$ cat config.mk
export PLATFORM = sky130hd
export DESIGN_NAME = kbd_scan_decoder
export DESIGN_NICKNAME = d
export VERILOG_FILES = /design/src/rtl/kbd_pkg.sv /design/src/rtl/scan2ascii.sv /design/src/rtl/kbd_scan_decoder.sv
export SDC_FILE = /design/constraint.sdc
export NUM_CORES = 1
export LEC_CHECK = 0
export ABC_CLOCK_PERIOD_IN_PS = 2200
export CORE_MARGIN = 2
export CORE_UTILIZATION = 49
export CTS_BUF_LIST = sky130_fd_sc_hd__clkbuf_4 sky130_fd_sc_hd__clkbuf_8 sky130_fd_sc_hd__clkbuf_16
export DETAILED_ROUTE_END_ITERATION = 8
export PLACE_DENSITY = 0.77
export REMOVE_ABC_BUFFERS = 1
export SYNTH_ARGS = -nofsm -noshare
export SYNTH_HDL_FRONTEND = slang
export SYNTH_SLANG_ARGS = --single-unit
$ cat constraint.sdc
create_clock -name clk -period 2.2 [get_ports clk]
set_input_delay 0.44 -clock clk [delete_from_list [all_inputs] [get_ports clk]]
set_output_delay 0.44 -clock clk [all_outputs]
set_load 0.02 [all_outputs]
$ cat src/rtl/kbd_pkg.sv
// Shared constants and types for the PS/2 scan-code decode path.
package kbd_pkg;
  localparam logic [7:0] SC_EXT   = 8'hE0;
  localparam logic [7:0] SC_BRK   = 8'hF0;
  localparam logic [7:0] SC_SPACE = 8'h29;
  localparam logic [7:0] SC_ENTER = 8'h5A;

  typedef enum logic [1:0] {S_IDLE, S_BRK, S_EXT, S_EXTBRK} kbd_state_e;
endpackage

$ cat src/rtl/scan2ascii.sv
// Combinational set-2 scan code to lowercase ASCII lookup; extended codes map to 00.
module scan2ascii
  import kbd_pkg::*;
(
  input  logic [7:0] scan_code,
  input  logic       ext,
  output logic [7:0] ascii
);
  always_comb begin
    ascii = 8'h00;
    if (!ext) begin
      case (scan_code)
        8'h1C: ascii = 8'h61; 8'h32: ascii = 8'h62; 8'h21: ascii = 8'h63;
        8'h23: ascii = 8'h64; 8'h24: ascii = 8'h65; 8'h2B: ascii = 8'h66;
        8'h34: ascii = 8'h67; 8'h33: ascii = 8'h68; 8'h43: ascii = 8'h69;
        8'h3B: ascii = 8'h6A; 8'h42: ascii = 8'h6B; 8'h4B: ascii = 8'h6C;
        8'h3A: ascii = 8'h6D; 8'h31: ascii = 8'h6E; 8'h44: ascii = 8'h6F;
        8'h4D: ascii = 8'h70; 8'h15: ascii = 8'h71; 8'h2D: ascii = 8'h72;
        8'h1B: ascii = 8'h73; 8'h2C: ascii = 8'h74; 8'h3C: ascii = 8'h75;
        8'h2A: ascii = 8'h76; 8'h1D: ascii = 8'h77; 8'h22: ascii = 8'h78;
        8'h35: ascii = 8'h79; 8'h1A: ascii = 8'h7A;
        8'h45: ascii = 8'h30; 8'h16: ascii = 8'h31; 8'h1E: ascii = 8'h32;
        8'h26: ascii = 8'h33; 8'h25: ascii = 8'h34; 8'h2E: ascii = 8'h35;
        8'h36: ascii = 8'h36; 8'h3D: ascii = 8'h37; 8'h3E: ascii = 8'h38;
        8'h46: ascii = 8'h39;
        SC_SPACE: ascii = 8'h20;
        SC_ENTER: ascii = 8'h0D;
        default:  ascii = 8'h00;
      endcase
    end
  end
endmodule

$ cat src/rtl/kbd_scan_decoder.sv
// Pops bytes from the PS/2 FIFO, tracks E0/F0 prefixes and key state,
// and produces make/break strobes, ASCII and a wrapping press count.
module kbd_scan_decoder
  import kbd_pkg::*;
#(
  parameter int CNT_W = 8
) (
  input  logic             clk,
  input  logic             resetn,
  input  logic [7:0]       data,
  input  logic             ready,
  input  logic             overflow,
  output logic             nextdata_n,
  output logic [7:0]       scan_code,
  output logic             ext,
  output logic [7:0]       ascii,
  output logic             key_down,
  output logic             make_pulse,
  output logic             break_pulse,
  output logic [CNT_W-1:0] press_cnt,
  output logic             ovf_seen
);
  logic       pop_q;
  logic [7:0] byte_q;
  kbd_state_e state, nxt_state;
  logic       ev_make, ev_brk, ev_ext, same_key;
  logic [7:0] ascii_nxt;

  // Classify the captured byte against the prefix state.
  always_comb begin
    nxt_state = state;
    ev_make   = 1'b0;
    ev_brk    = 1'b0;
    ev_ext    = 1'b0;
    case (state)
      S_IDLE: begin
        if (byte_q == SC_EXT)      nxt_state = S_EXT;
        else if (byte_q == SC_BRK) nxt_state = S_BRK;
        else                       ev_make   = 1'b1;
      end
      S_EXT: begin
        ev_ext = 1'b1;
        if (byte_q == SC_BRK)      nxt_state = S_EXTBRK;
        else if (byte_q != SC_EXT) begin
          ev_make   = 1'b1;
          nxt_state = S_IDLE;
        end
      end
      S_BRK: begin
        ev_brk    = 1'b1;
        nxt_state = S_IDLE;
      end
      S_EXTBRK: begin
        ev_brk    = 1'b1;
        ev_ext    = 1'b1;
        nxt_state = S_IDLE;
      end
      default: nxt_state = S_IDLE;
    endcase
  end

  assign same_key = (scan_code == byte_q) && (ext == ev_ext);

  scan2ascii u_s2a (
    .scan_code (byte_q),
    .ext       (ev_ext),
    .ascii     (ascii_nxt)
  );

  always_ff @(posedge clk or negedge resetn) begin
    if (!resetn) begin
      pop_q       <= 1'b0;
      byte_q      <= 8'h00;
      state       <= S_IDLE;
      nextdata_n  <= 1'b1;
      scan_code   <= 8'h00;
      ext         <= 1'b0;
      ascii       <= 8'h00;
      key_down    <= 1'b0;
      make_pulse  <= 1'b0;
      break_pulse <= 1'b0;
      press_cnt   <= '0;
      ovf_seen    <= 1'b0;
    end else begin
      make_pulse  <= 1'b0;
      break_pulse <= 1'b0;
      if (overflow) ovf_seen <= 1'b1;
      if (pop_q) begin
        nextdata_n <= 1'b1;
        pop_q      <= 1'b0;
        state      <= nxt_state;
        // A make matching the held key is typematic repeat: no state change.
        if (ev_make && !(key_down && same_key)) begin
          scan_code  <= byte_q;
          ext        <= ev_ext;
          ascii      <= ascii_nxt;
          key_down   <= 1'b1;
          make_pulse <= 1'b1;
          press_cnt  <= press_cnt + CNT_W'(1);
        end
        if (ev_brk) begin
          break_pulse <= 1'b1;
          if (same_key) key_down <= 1'b0;
        end
      end else if (ready) begin
        byte_q     <= data;
        nextdata_n <= 1'b0;
        pop_q      <= 1'b1;
      end
    end
  end
endmodule

==> summary.txt, run 1 <==
Synthesis
  • Post-synthesis mux area share: 12.1%
  • EDFF count, synth: 0
  • Yosys reg bits: 40
  • Post-Syn Instances: 259
  • Syn Area/Cell: 10.1 µm²
  • Area leader, netlist: dfrtp_1
  • Part of the Yosys area used for sequential elements: 38.4%
  • Area share of the largest cell type after synthesis: 37.4%
  • Yosys warning total: 0
  • Post-Synth Simple-Gate Area: 15.7%
  • Main combinational cell family by area after synthesis: compound AO/OA/AOI/OAI gates
  • Yosys cell types: 57
  • Ys async rst share: 100%
  • Adder and majority gate portion of the synthesized area: 3.84%
  • XOR/XNOR Fraction of Synth Area: 5.95%
  • Synth Area in Compound Gates: 17.1%
  • Dominant cells by area after synthesis: dfrtp_1, mux2_2, mux2_4
  • Top FF cell, synth: dfrtp_1
  • Post-synthesis instance area: 0.00261 mm²

Critical path
  • Crit path largest cell delay: 450 ps
  • Slowest CP cell: a2111oi_1
  • Crit-path leading delay family: compound AO/OA/AOI/OAI gates
  • Setup CP Type: reg -> reg
  • CP Max Fanout: 4
  • Req. time, crit path: 2420 ps
  • Worst Path Buf+Inv: 2
  • CP startpoint kind: flip-flop
  • Crit. End Element: flip-flop
  • Critical-path cell list: inv_1 -> ha_1 -> a211oi_1 -> nor2_2 -> buf_4 -> o211ai_1 -> a2111oi_1 -> mux2_2
  • Reg-to-reg startpoint: byte_q[1]
  • Worst Path Arrival: 2320 ps
  • Crit path from: byte_q[1]

Die
  • Row cnt: 26
  • Core ar.: 0.00511 mm²
  • Die H: 77.0 µm
  • Die ar.: 0.00592 mm²
  • Die W: 77.0 µm
  • Initial Util: 51.1%
  • I/O pin count: 42

STA
  • Min Tclk post-route: 2100 ps
  • Worst-margin pin slew: 636 ps
  • Worst slew margin: 57.5%
  • Worst Clk Skew: 7.78 ps
  • Pins over their slew limit: 0
  • Unrepaired setup endpoints after global routing: no
  • Worst hold slack: 86.5 ps
  • Final hold violations: 0
  • Final setup vio count: 0
  • Setup TNS Final: 0 ps
  • Peak Freq: 476 MHz
  • Final worst-path cycle share: 95.5%

CTS
  • CTS max path bufs: 2
  • Root buffer cell: clkbuf_8
  • Hold_buf cts: 0
  • Clock Pin Slew Worst Setup and Hold Paths: 70 ps
  • Clock Sinks: 40
  • Clock buffer count from CTS: 5
  • H-tree Lvls: 2
  • Skew-Pair Late Insertion Delay: 290 ps
  • CTS tree: done
  • Post-CTS Setup Bufs: 0

Placed design
  • Gpl congestion: 0.954
  • DP HPWL: 5.07 mm
  • Placed cells: 389
  • Port Buffers: 40
  • Placed cell area: 0.00328 mm²

Final layout
  • Post-route insts no fill: 397
  • Multi-input logic area: 0.00146 mm²
  • Final nets: 346
  • Share of layout cells above drive strength 1: 25.1%
  • Cell area after layout: 0.00343 mm²
  • Register area: 0.00100 mm²
  • Antenna diodes: 0
  • Area grow syn2layout: 31.7%
  • Filler cells: 431

Route
  • TritonRoute pass-1 iters: 4
  • Vias per inst: 5.64
  • Routed len/inst: 17.0 µm
  • Routed vias: 2240
  • Drt drc: 0
  • WL final: 6.73 mm
  • Post-route ant nets: 0
  • DRT iter0 DRCs: 174

Power
  • VDD IR max: 0.645 mV
  • Overall power: 3.08 mW
  • Leak: 1.51 nW
  • Pwr/cell area: 897 mW/mm²

Global routing
  • Total gr overflow: 0
  • Largest net degree at the start of global routing: 21
  • GRT Util Overall: 24.0%
  • First-pass GRT wire length: 11.4 mm
  • Number of global-route vias before repair: 2290
  • Initial antenna violation count: 0

Min path
  • HP Class: in -> async

Flow run
  • Max-cap violations: 0

Status
  • Outcome: finished clean
logic make-up (layout without fill, tap and decap cells):
kind of cell | after synthesis | after routing
AO/OA/AOI/OAI | 67 | 67
XOR/XNOR | 16 | 16
adder cells (fa/ha/maj) | 8 | 8
buffers and inverters | 29 | 97
flip-flops | 40 | 40
multiplexers | 25 | 25
other | 1 | 1
AND/OR/NAND/NOR | 73 | 73
state kept, by name (all words and copies together) (netlist names):
| name | count |
|---|---|
| ascii | 7 |
| break_pulse | 1 |
| byte_q | 8 |
| ext | 1 |
| key_down | 1 |
| make_pulse | 1 |
| nextdata_n | 1 |
| ovf_seen | 1 |
| pop_q | 1 |
| press_cnt | 8 |
| scan_code | 8 |
| state | 2 |
placed cells by master (no fill, tap or decap), drive strengths merged, types with 6 or more instances in the layout:
cell type and count:
inv 12, mux2 19, xor2 7, nand2b 11
xnor2 9, o21ai 19, clkdlybuf4s50 39, buf 38
nand3 7, dfrtp 39, a21oi 11, ha 8
nor2 10, nor2b 6, clkbuf 7, nand2 17
per-stage QoR:
step / util [%] / setup WS, ps
final: 67.2 / 98.9
after global routing: 67.2 / 6.51
after CTS: 66.8 / 24.4
after detailed placement: 64.2 / -67.8
after global placement: 64.2 / -35.2
after floorplan: - / -116
power by group:
part / total (mW) / internal [mW] / switching (mW)
clock network: 0.639 / 0.400 / 0.239
registers: 1.07 / 0.881 / 0.186
logic: 1.37 / 0.693 / 0.678
total: 3.08 / 1.97 / 1.10
cells in the mapped netlist, types with 2 or more instances:
library cell and number:
o31ai_1 4, clkbuf_1 4, a21oi_1 11, a311o_1 2, or2_2 2, nor2b_1 6, mux2i_1 5, nor2_1 9
buf_2 6, and2_1 2, mux2_2 11, a21o_1 2, o22ai_1 2, mux2_4 8, nand2_1 17, nand2b_1 11
o21ai_0 17, nand4_1 2, dfrtp_1 39, o21a_1 3, a2111oi_0 3, o21ai_1 2, a211oi_1 4, a31oi_1 5
o211ai_1 3, xnor2_1 7, xor2_1 7, nor3_1 4, a211o_1 2, nand3_1 7, nor4_1 4, buf_6 5
xnor2_2 2, inv_1 11, ha_1 8
routing by layer:
metal | track usage, % | up-vias | wire [µm]
li1 | - | 1063 | -
met1 | 32.9 | 1096 | 3030
met2 | 39.5 | 73 | 3250
met3 | 3.76 | 8 | 369
met4 | 6.73 | 0 | 79
met5 | 0 | - | 0
cell type report:
cell class / instances / share of cell area [%]
multi-input cells: 190 / 42.5
repair buffers: 77 / 20.8
well taps: 70 / 2.55
clock buffers: 7 / 2.81
inverters: 12 / 1.31
flip-flops and latches: 40 / 29.2
clock inverters: 1 / 0.875
final timing paths:
check,end,slack [ps],cells past startpoint
max in group asynchronous,byte_q[0],1590,2
min in group clk,ovf_seen,470,1
hold reg to reg,ovf_seen,470,1
setup / recovery,ascii[0],100,8
hold / removal,press_cnt[4],90,1
setup reg to reg,ascii[0],100,8
timing repair:
action | 4_1_cts | 5_1_grt
endpoints found under the setup margin | 2 | 6
pin swaps | 0 | 1
gates cloned | 0 | 0
gates resized for setup | 4 | 6
No activity file was read; power rests on OpenSTA's default activity.
==> run 2: changes to the inputs <==
--- a/config.mk
+++ b/config.mk
@@ -6,7 +6,6 @@
 export NUM_CORES = 1
 export LEC_CHECK = 0
 export ABC_CLOCK_PERIOD_IN_PS = 2200
-export CORE_MARGIN = 2
 export CORE_UTILIZATION = 49
 export CTS_BUF_LIST = sky130_fd_sc_hd__clkbuf_4 sky130_fd_sc_hd__clkbuf_8 sky130_fd_sc_hd__clkbuf_16
 export DETAILED_ROUTE_END_ITERATION = 8
==> constraint.sdc (replaced) <==
create_clock -name clk -period 2.2 [get_ports clk]
set_input_delay 0.44 -clock clk [delete_from_list [all_inputs] [get_ports clk]]
set_output_delay 0.44 -clock clk [all_outputs]
set_load 0.05 [all_outputs]
==> run 2 against run 1 <==
Hold slack worse by 23 ps. Final area down 2.6%. Clock-buffer cell count down 2. Final cell count down 2.5%. Total power up 6.7%. Via count down 1.3%.
==> summary.txt, run 2 (synthesized netlist as in run 1, its figures left out) <==
STA
  • Final setup vio count: 0 (unchanged)
  • Pins over their slew limit: 0 (unchanged)
  • Worst Clk Skew: 7.64 ps (-0.136 ps)
  • Peak Freq: 486 MHz (+2.1%)
  • Final hold violations: 0 (unchanged)
  • Worst slew margin: 66.0% (+8.5 points)
  • Final worst-path cycle share: 93.5% (-2.0 points)
  • Worst-margin pin slew: 509 ps (-127 ps)
  • Setup ws final: 142 ps (+43.5 ps)
  • Min Tclk post-route: 2060 ps (-43.5 ps)
  • Unrepaired setup endpoints after global routing: yes

Route
  • Routed len/inst: 17.1 µm (+0.62%)
  • Post-route ant nets: 0 (unchanged)
  • TritonRoute pass-1 iters: 4 (unchanged)
  • Routed met3 length: 369 µm (unchanged)
  • Uppermost routed layer: met4
  • DRT iter0 DRCs: 221 (+27%)
  • Vias per inst: 5.71 (+1.2%)
  • Detail Route met2 WL: 3.18 mm (-2.1%)
  • WL met1: 2.97 mm (-1.9%)
  • WL final: 6.60 mm (-1.9%)
  • Drt drc: 0 (unchanged)
  • Routed vias: 2210 (-1.3%)

Final layout
  • Largest regs: byte_q x8, press_cnt x8, scan_code x8
  • Area grow syn2layout: 28.3%
  • Commonest non-fill, non-tap cells in the layout: clkdlybuf4s50_1, dfrtp_1, buf_4
  • Share of layout cells above drive strength 1: 23.7% (-1.4 points)
  • Post-route insts no fill: 387 (-2.5%)
  • Final nets: 336 (-2.9%)
  • Antenna diodes: 0 (unchanged)
  • Most common cell after layout, fill and taps aside: clkdlybuf4s50_1

CTS
  • Clock Pin Slew Worst Setup and Hold Paths: 90 ps (+20 ps)
  • Clock buffer count from CTS: 5 (unchanged)
  • CTS max path bufs: 2 (unchanged)
  • H-tree Lvls: 2 (unchanged)
  • CTS tree: done
  • Clock Sinks: 40 (unchanged)
  • Skew-Pair Late Insertion Delay: 300 ps (about the same)
  • Root buffer cell: clkbuf_8

Critical path
  • Worst Path Arrival: 2300 ps (-20 ps)
  • CP Max Fanout: 6 (+2)
  • Req. time, crit path: 2450 ps (+30 ps)
  • Critical-path cell list: inv_1 -> ha_2 -> buf_4 -> mux2i_1 -> mux4_2 -> a211oi_1 -> mux2_2
  • Slowest CP cell: mux4_2
  • CP startpoint kind: flip-flop
  • Setup CP Type: reg -> reg
  • Crit. End Element: flip-flop
  • Crit path largest cell delay: 480 ps (+30 ps)

Die
  • Row cnt: 26 (unchanged)
  • I/O pin count: 42 (unchanged)
  • Core ar.: 0.00511 mm² (unchanged)
  • Die ar.: 0.00562 mm² (-5.1%)
  • Die H: 75.0 µm (-2.6%)
  • Die W: 75.0 µm (-2.6%)
  • Initial Util: 51.1% (unchanged)

Min path
  • HP Class: in -> async

Global routing
  • First-pass GRT wire length: 10.6 mm (-7.3%)
  • Initial antenna violation count: 0 (unchanged)
  • Total gr overflow: 0 (unchanged)
  • Largest net degree at the start of global routing: 25 (+19%)
  • GRT Util Overall: 25.3% (+1.3 points)
  • Number of global-route vias before repair: 2117 (-7.6%)

Placed design
  • DP Worst Slack: -1.37 ps (+66.4 ps)
  • Placed cells: 378 (-2.8%)
  • DP HPWL: 4.88 mm (-3.7%)
  • Gpl congestion: 0.992 (+4.0%)
  • Port Buffers: 40 (unchanged)

Status
  • Outcome: finished clean

Power
  • Pwr/cell area: 981 mW/mm² (+9.5%)
  • VDD IR max: 0.688 mV (+6.7%)
  • Leak: 1.44 nW (-4.1%)

Flow run
  • Max-cap violations: 0 (unchanged)
[run 2: changes by cell type in the layout (fill, tap and decap cells not counted), sizes merged]
cell      delta
clkbuf       -2
inv          +1
buf         -10
clkinvlp     +1
[run 2: power by group]
group	switching, mW	internal (mW)	total, mW
clock	0.287	0.342	0.629
sequential	0.199	0.881	1.08
combinational	0.927	0.648	1.58
[run 2: worst paths after layout]
kind | cells past startpoint | slack [ps] | endpoint | start
setup / recovery | 7 | 140 | ascii[2] | byte_q[0]
hold / removal | 1 | 60 | scan_code[0] | resetn
setup reg to reg | 7 | 140 | ascii[2] | byte_q[0]
hold reg to reg | 1 | 480 | ovf_seen | ovf_seen
max in group asynchronous | 2 | 1460 | nextdata_n | resetn
min in group clk | 1 | 480 | ovf_seen | ovf_seen
[run 2: layer usage]
| metal | vias up | global-route usage, % |
|---|---|---|
| li1 | 1046 | - |
| met1 | 1064 | 34.9 |
| met2 | 92 | 40.6 |
| met3 | 8 | 5.22 |
| met4 | 0 | 6.29 |
| met5 | - | 0 |
[run 2: final cells by class]
type / instances / area (µm²)
fillers: 446 / 1760
clock inverters: 3 / 46.3
flip-flops and latches: 40 / 1000
clock buffers: 5 / 68.8
well taps: 70 / 87.6
repair buffers: 67 / 627
multi-input cells: 190 / 1470
inverters: 12 / 45.0
[run 2: worst max-delay path: cells and delay by family, from the launching register on]
kind                       cells  cell delay [ps]
muxes                          3              770
DFF                            1              380
buffers and inverters          2              330
adders and majority gates      1              270
AOI/OAI and AO/OA              1              270
[run 2: through the flow]
step | hold slack [ps] | power, mW | utilization, % | TNS, ps | cell area, µm²
after detailed placement | 397 | 2.63 | 62.1 | -1.37 | 3170
after CTS | 72.7 | 3.26 | 64.3 | 0 | 3290
after global routing | 96.3 | 3.44 | 65.5 | -10.9 | 3350
after floorplan | 144 | 2.06 | - | -1480 | 2480
final | 63.2 | 3.28 | 65.5 | 0 | 3350
after global placement | 396 | 2.61 | 62.1 | -23.4 | 3170
[run 2: repair_timing]
item	in CTS	in global routing
endpoints found under the hold margin	0	0
hold buffers	0	0
buffers inserted	0	1
setup endpoints to repair	1	16
pin swaps	0	2
gates resized for setup	1	12
==> run 3: changes to the inputs <==
--- a/config.mk
+++ b/config.mk
@@ -11,6 +11,7 @@
 export DETAILED_ROUTE_END_ITERATION = 8
 export PLACE_DENSITY = 0.77
 export REMOVE_ABC_BUFFERS = 1
+export SETUP_SLACK_MARGIN = 0.5
 export SYNTH_ARGS = -nofsm -noshare
 export SYNTH_HDL_FRONTEND = slang
 export SYNTH_SLANG_ARGS = --single-unit
==> run 3 against run 2 <==
Sequential share of layout area is 3.4 points lower. Critical path type unchanged. Clock-buffer cell count unchanged. Die area stayed put. Via count up 13%. Highest routed layer unchanged. Critical endpoint is now ascii[4].
==> summary.txt, run 3 (synthesized netlist as in run 1, its figures left out) <==
Route
  • TritonRoute pass-1 iters: 7 (+3)
  • DRT iter0 DRCs: 399 (+81%)
  • Routed len/inst: 19.3 µm (+13%)
  • WL final: 8.01 mm (+21%)
  • Post-route ant nets: 0 (unchanged)
  • Routed vias: 2494 (+13%)
  • Vias per inst: 6.02 (+5.5%)
  • Drt drc: 0 (unchanged)

Final layout
  • Final nets: 363 (+8.0%)
  • Core Util, Final: 74.2% (+8.7 points)
  • Cell area after layout: 0.00379 mm² (+13%)
  • Antenna diodes: 0 (unchanged)
  • Largest regs: byte_q x8, press_cnt x8, scan_code x8
  • Share of layout cells above drive strength 1: 40.4% (+17 points)
  • Most common cell after layout, fill and taps aside: buf_4
  • Commonest non-fill, non-tap cells in the layout: buf_4, dfrtp_1, nand2_1
  • Area grow syn2layout: 45.3%

Critical path
  • Critical-path cell list: buf_4 -> nor3b_1 -> o21ai_0 -> a211oi_1 -> a2111oi_2 -> mux2_4
  • Reg-to-reg startpoint: byte_q[4]
  • Crit path largest cell delay: 500 ps (+20 ps)
  • Critical path endpoint: ascii[4]
  • FF-to-FF path depth: 6 (-1)
  • Worst R2R End: ascii[4]
  • Crit-path leading delay family: compound AO/OA/AOI/OAI gates
  • Worst Path Buf+Inv: 1 (-1)
  • CP startpoint kind: flip-flop
  • Setup CP Type: reg -> reg
  • Crit. End Element: flip-flop
  • Slowest CP cell: dfrtp_2
  • Worst Path Arrival: 2190 ps (-110 ps)
  • Req. time, crit path: 2390 ps (-60 ps)
  • CP Max Fanout: 8 (+2)
  • R2R Setup Slk: 210 ps (+70 ps)
  • Crit path from: byte_q[4]
  • Crit path depth: 6 (-1)

STA
  • Peak Freq: 502 MHz (+3.3%)
  • Pins over their slew limit: 0 (unchanged)
  • Final worst-path cycle share: 90.6% (-3.0 points)
  • Unrepaired setup endpoints after global routing: yes
  • Final hold violations: 0 (unchanged)
  • Min Tclk post-route: 1990 ps (-65.0 ps)
  • Setup TNS Final: 0 ps (unchanged)
  • Final setup vio count: 0 (unchanged)
  • Worst Clk Skew: 6.77 ps (-0.872 ps)

Power
  • Leak: 1.70 nW (+18%)
  • VDD IR max: 0.633 mV (-8.0%)
  • Pwr/cell area: 928 mW/mm² (-5.4%)

Flow run
  • Max-cap violations: 0 (unchanged)

Placed design
  • DP HPWL: 4.88 mm (unchanged)
  • Port Buffers: 40 (unchanged)
  • Gpl congestion: 0.992 (unchanged)
  • Placed cell area: 0.00317 mm² (unchanged)

Die
  • Die H: 75.0 µm (unchanged)
  • Die W: 75.0 µm (unchanged)
  • Die ar.: 0.00562 mm² (unchanged)
  • Core ar.: 0.00511 mm² (unchanged)
  • I/O pin count: 42 (unchanged)
  • Row cnt: 26 (unchanged)
  • Initial Util: 51.1% (unchanged)

CTS
  • Skew-Pair Late Insertion Delay: 300 ps (about the same)
  • CTS max path bufs: 2 (unchanged)
  • Clock buffer count from CTS: 5 (unchanged)
  • CTS tree: done
  • Root buffer cell: clkbuf_8
  • Clock Pin Slew Worst Setup and Hold Paths: 90 ps (about the same)
  • Clock Sinks: 40 (unchanged)
  • H-tree Lvls: 2 (unchanged)

Status
  • Outcome: finished clean

Global routing
  • Total gr overflow: 0 (unchanged)
  • First-pass GRT wire length: 11.5 mm (+8.4%)
  • Number of global-route vias before repair: 2318 (+9.5%)
  • GRT Util Overall: 27.5% (+2.2 points)
  • Largest net degree at the start of global routing: 25 (unchanged)
  • Initial antenna violation count: 0 (unchanged)

Min path
  • HP Class: in -> async
[run 3: cell types whose count changed in the layout (fill, tap and decap cells not counted), sizes merged]
cell and delta:
clkdlybuf4s15 +7, clkdlybuf4s50 -29, dlygate4sd2 +12, clkbuf +12, buf +25
[run 3: metal layers]
| layer | vias to the layer above | routed length, µm | global-route usage, % |
|---|---|---|---|
| li1 | 1105 | - | - |
| met1 | 1190 | 3300 | 36.8 |
| met2 | 155 | 3840 | 43.8 |
| met3 | 44 | 594 | 5.35 |
| met4 | 0 | 267 | 11.3 |
| met5 | - | 0 | 0 |
[run 3: how the worst min path moves through the flow]
stage | start | end | cells after the start
after floorplan | resetn | ascii[0] | 0
after global placement | resetn | press_cnt[4] | 1
final | resetn | press_cnt[4] | 1
after CTS | resetn | scan_code[0] | 1
after detailed placement | resetn | press_cnt[4] | 1
after global routing | resetn | press_cnt[3] | 1
[run 3: report_power, final]
part	total (mW)	switching [mW]	internal, mW
logic	1.79	1.07	0.724
registers	1.09	0.208	0.883
clock network	0.637	0.295	0.342
[run 3: what timing repair did]
item | 4_1_cts | 5_1_grt
buffers inserted | 19 | 6
hold buffers | 0 | 0
pin swaps | 12 | 11
setup endpoints to repair | 54 | 37
gates cloned | 0 | 3
gates resized for setup | 89 | 37
[run 3: worst reg2reg max path: stages (launching register included)]
cell and delay, ps:
dfrtp_2 500, buf_4 200, nor3b_1 300, o21ai_0 150, a211oi_1 360, a2111oi_2 100, mux2_4 270
[run 3: cell type report]
class | instances | area (µm²)
Timing Repair Buffer | 94 | 851
Sequential cell | 40 | 1010
Clock buffer | 5 | 68.8
Clock inverter | 3 | 46.3
Multi-Input combinational cell | 190 | 1680
Fill cell | 370 | 1320
Inverter | 12 | 45.0
Tap cell | 70 | 87.6
[run 3: per-stage QoR]
stage,instances,power (mW),hold slack [ps],worst slack [ps]
6_report,414,3.52,63.6,207
3_5_place_dp,378,2.63,397,-1.37
2_1_floorplan,242,2.06,144,-116
5_1_grt,414,3.66,92.6,131
4_1_cts,405,3.39,72.7,270
3_3_place_gp,378,2.61,396,-23.4
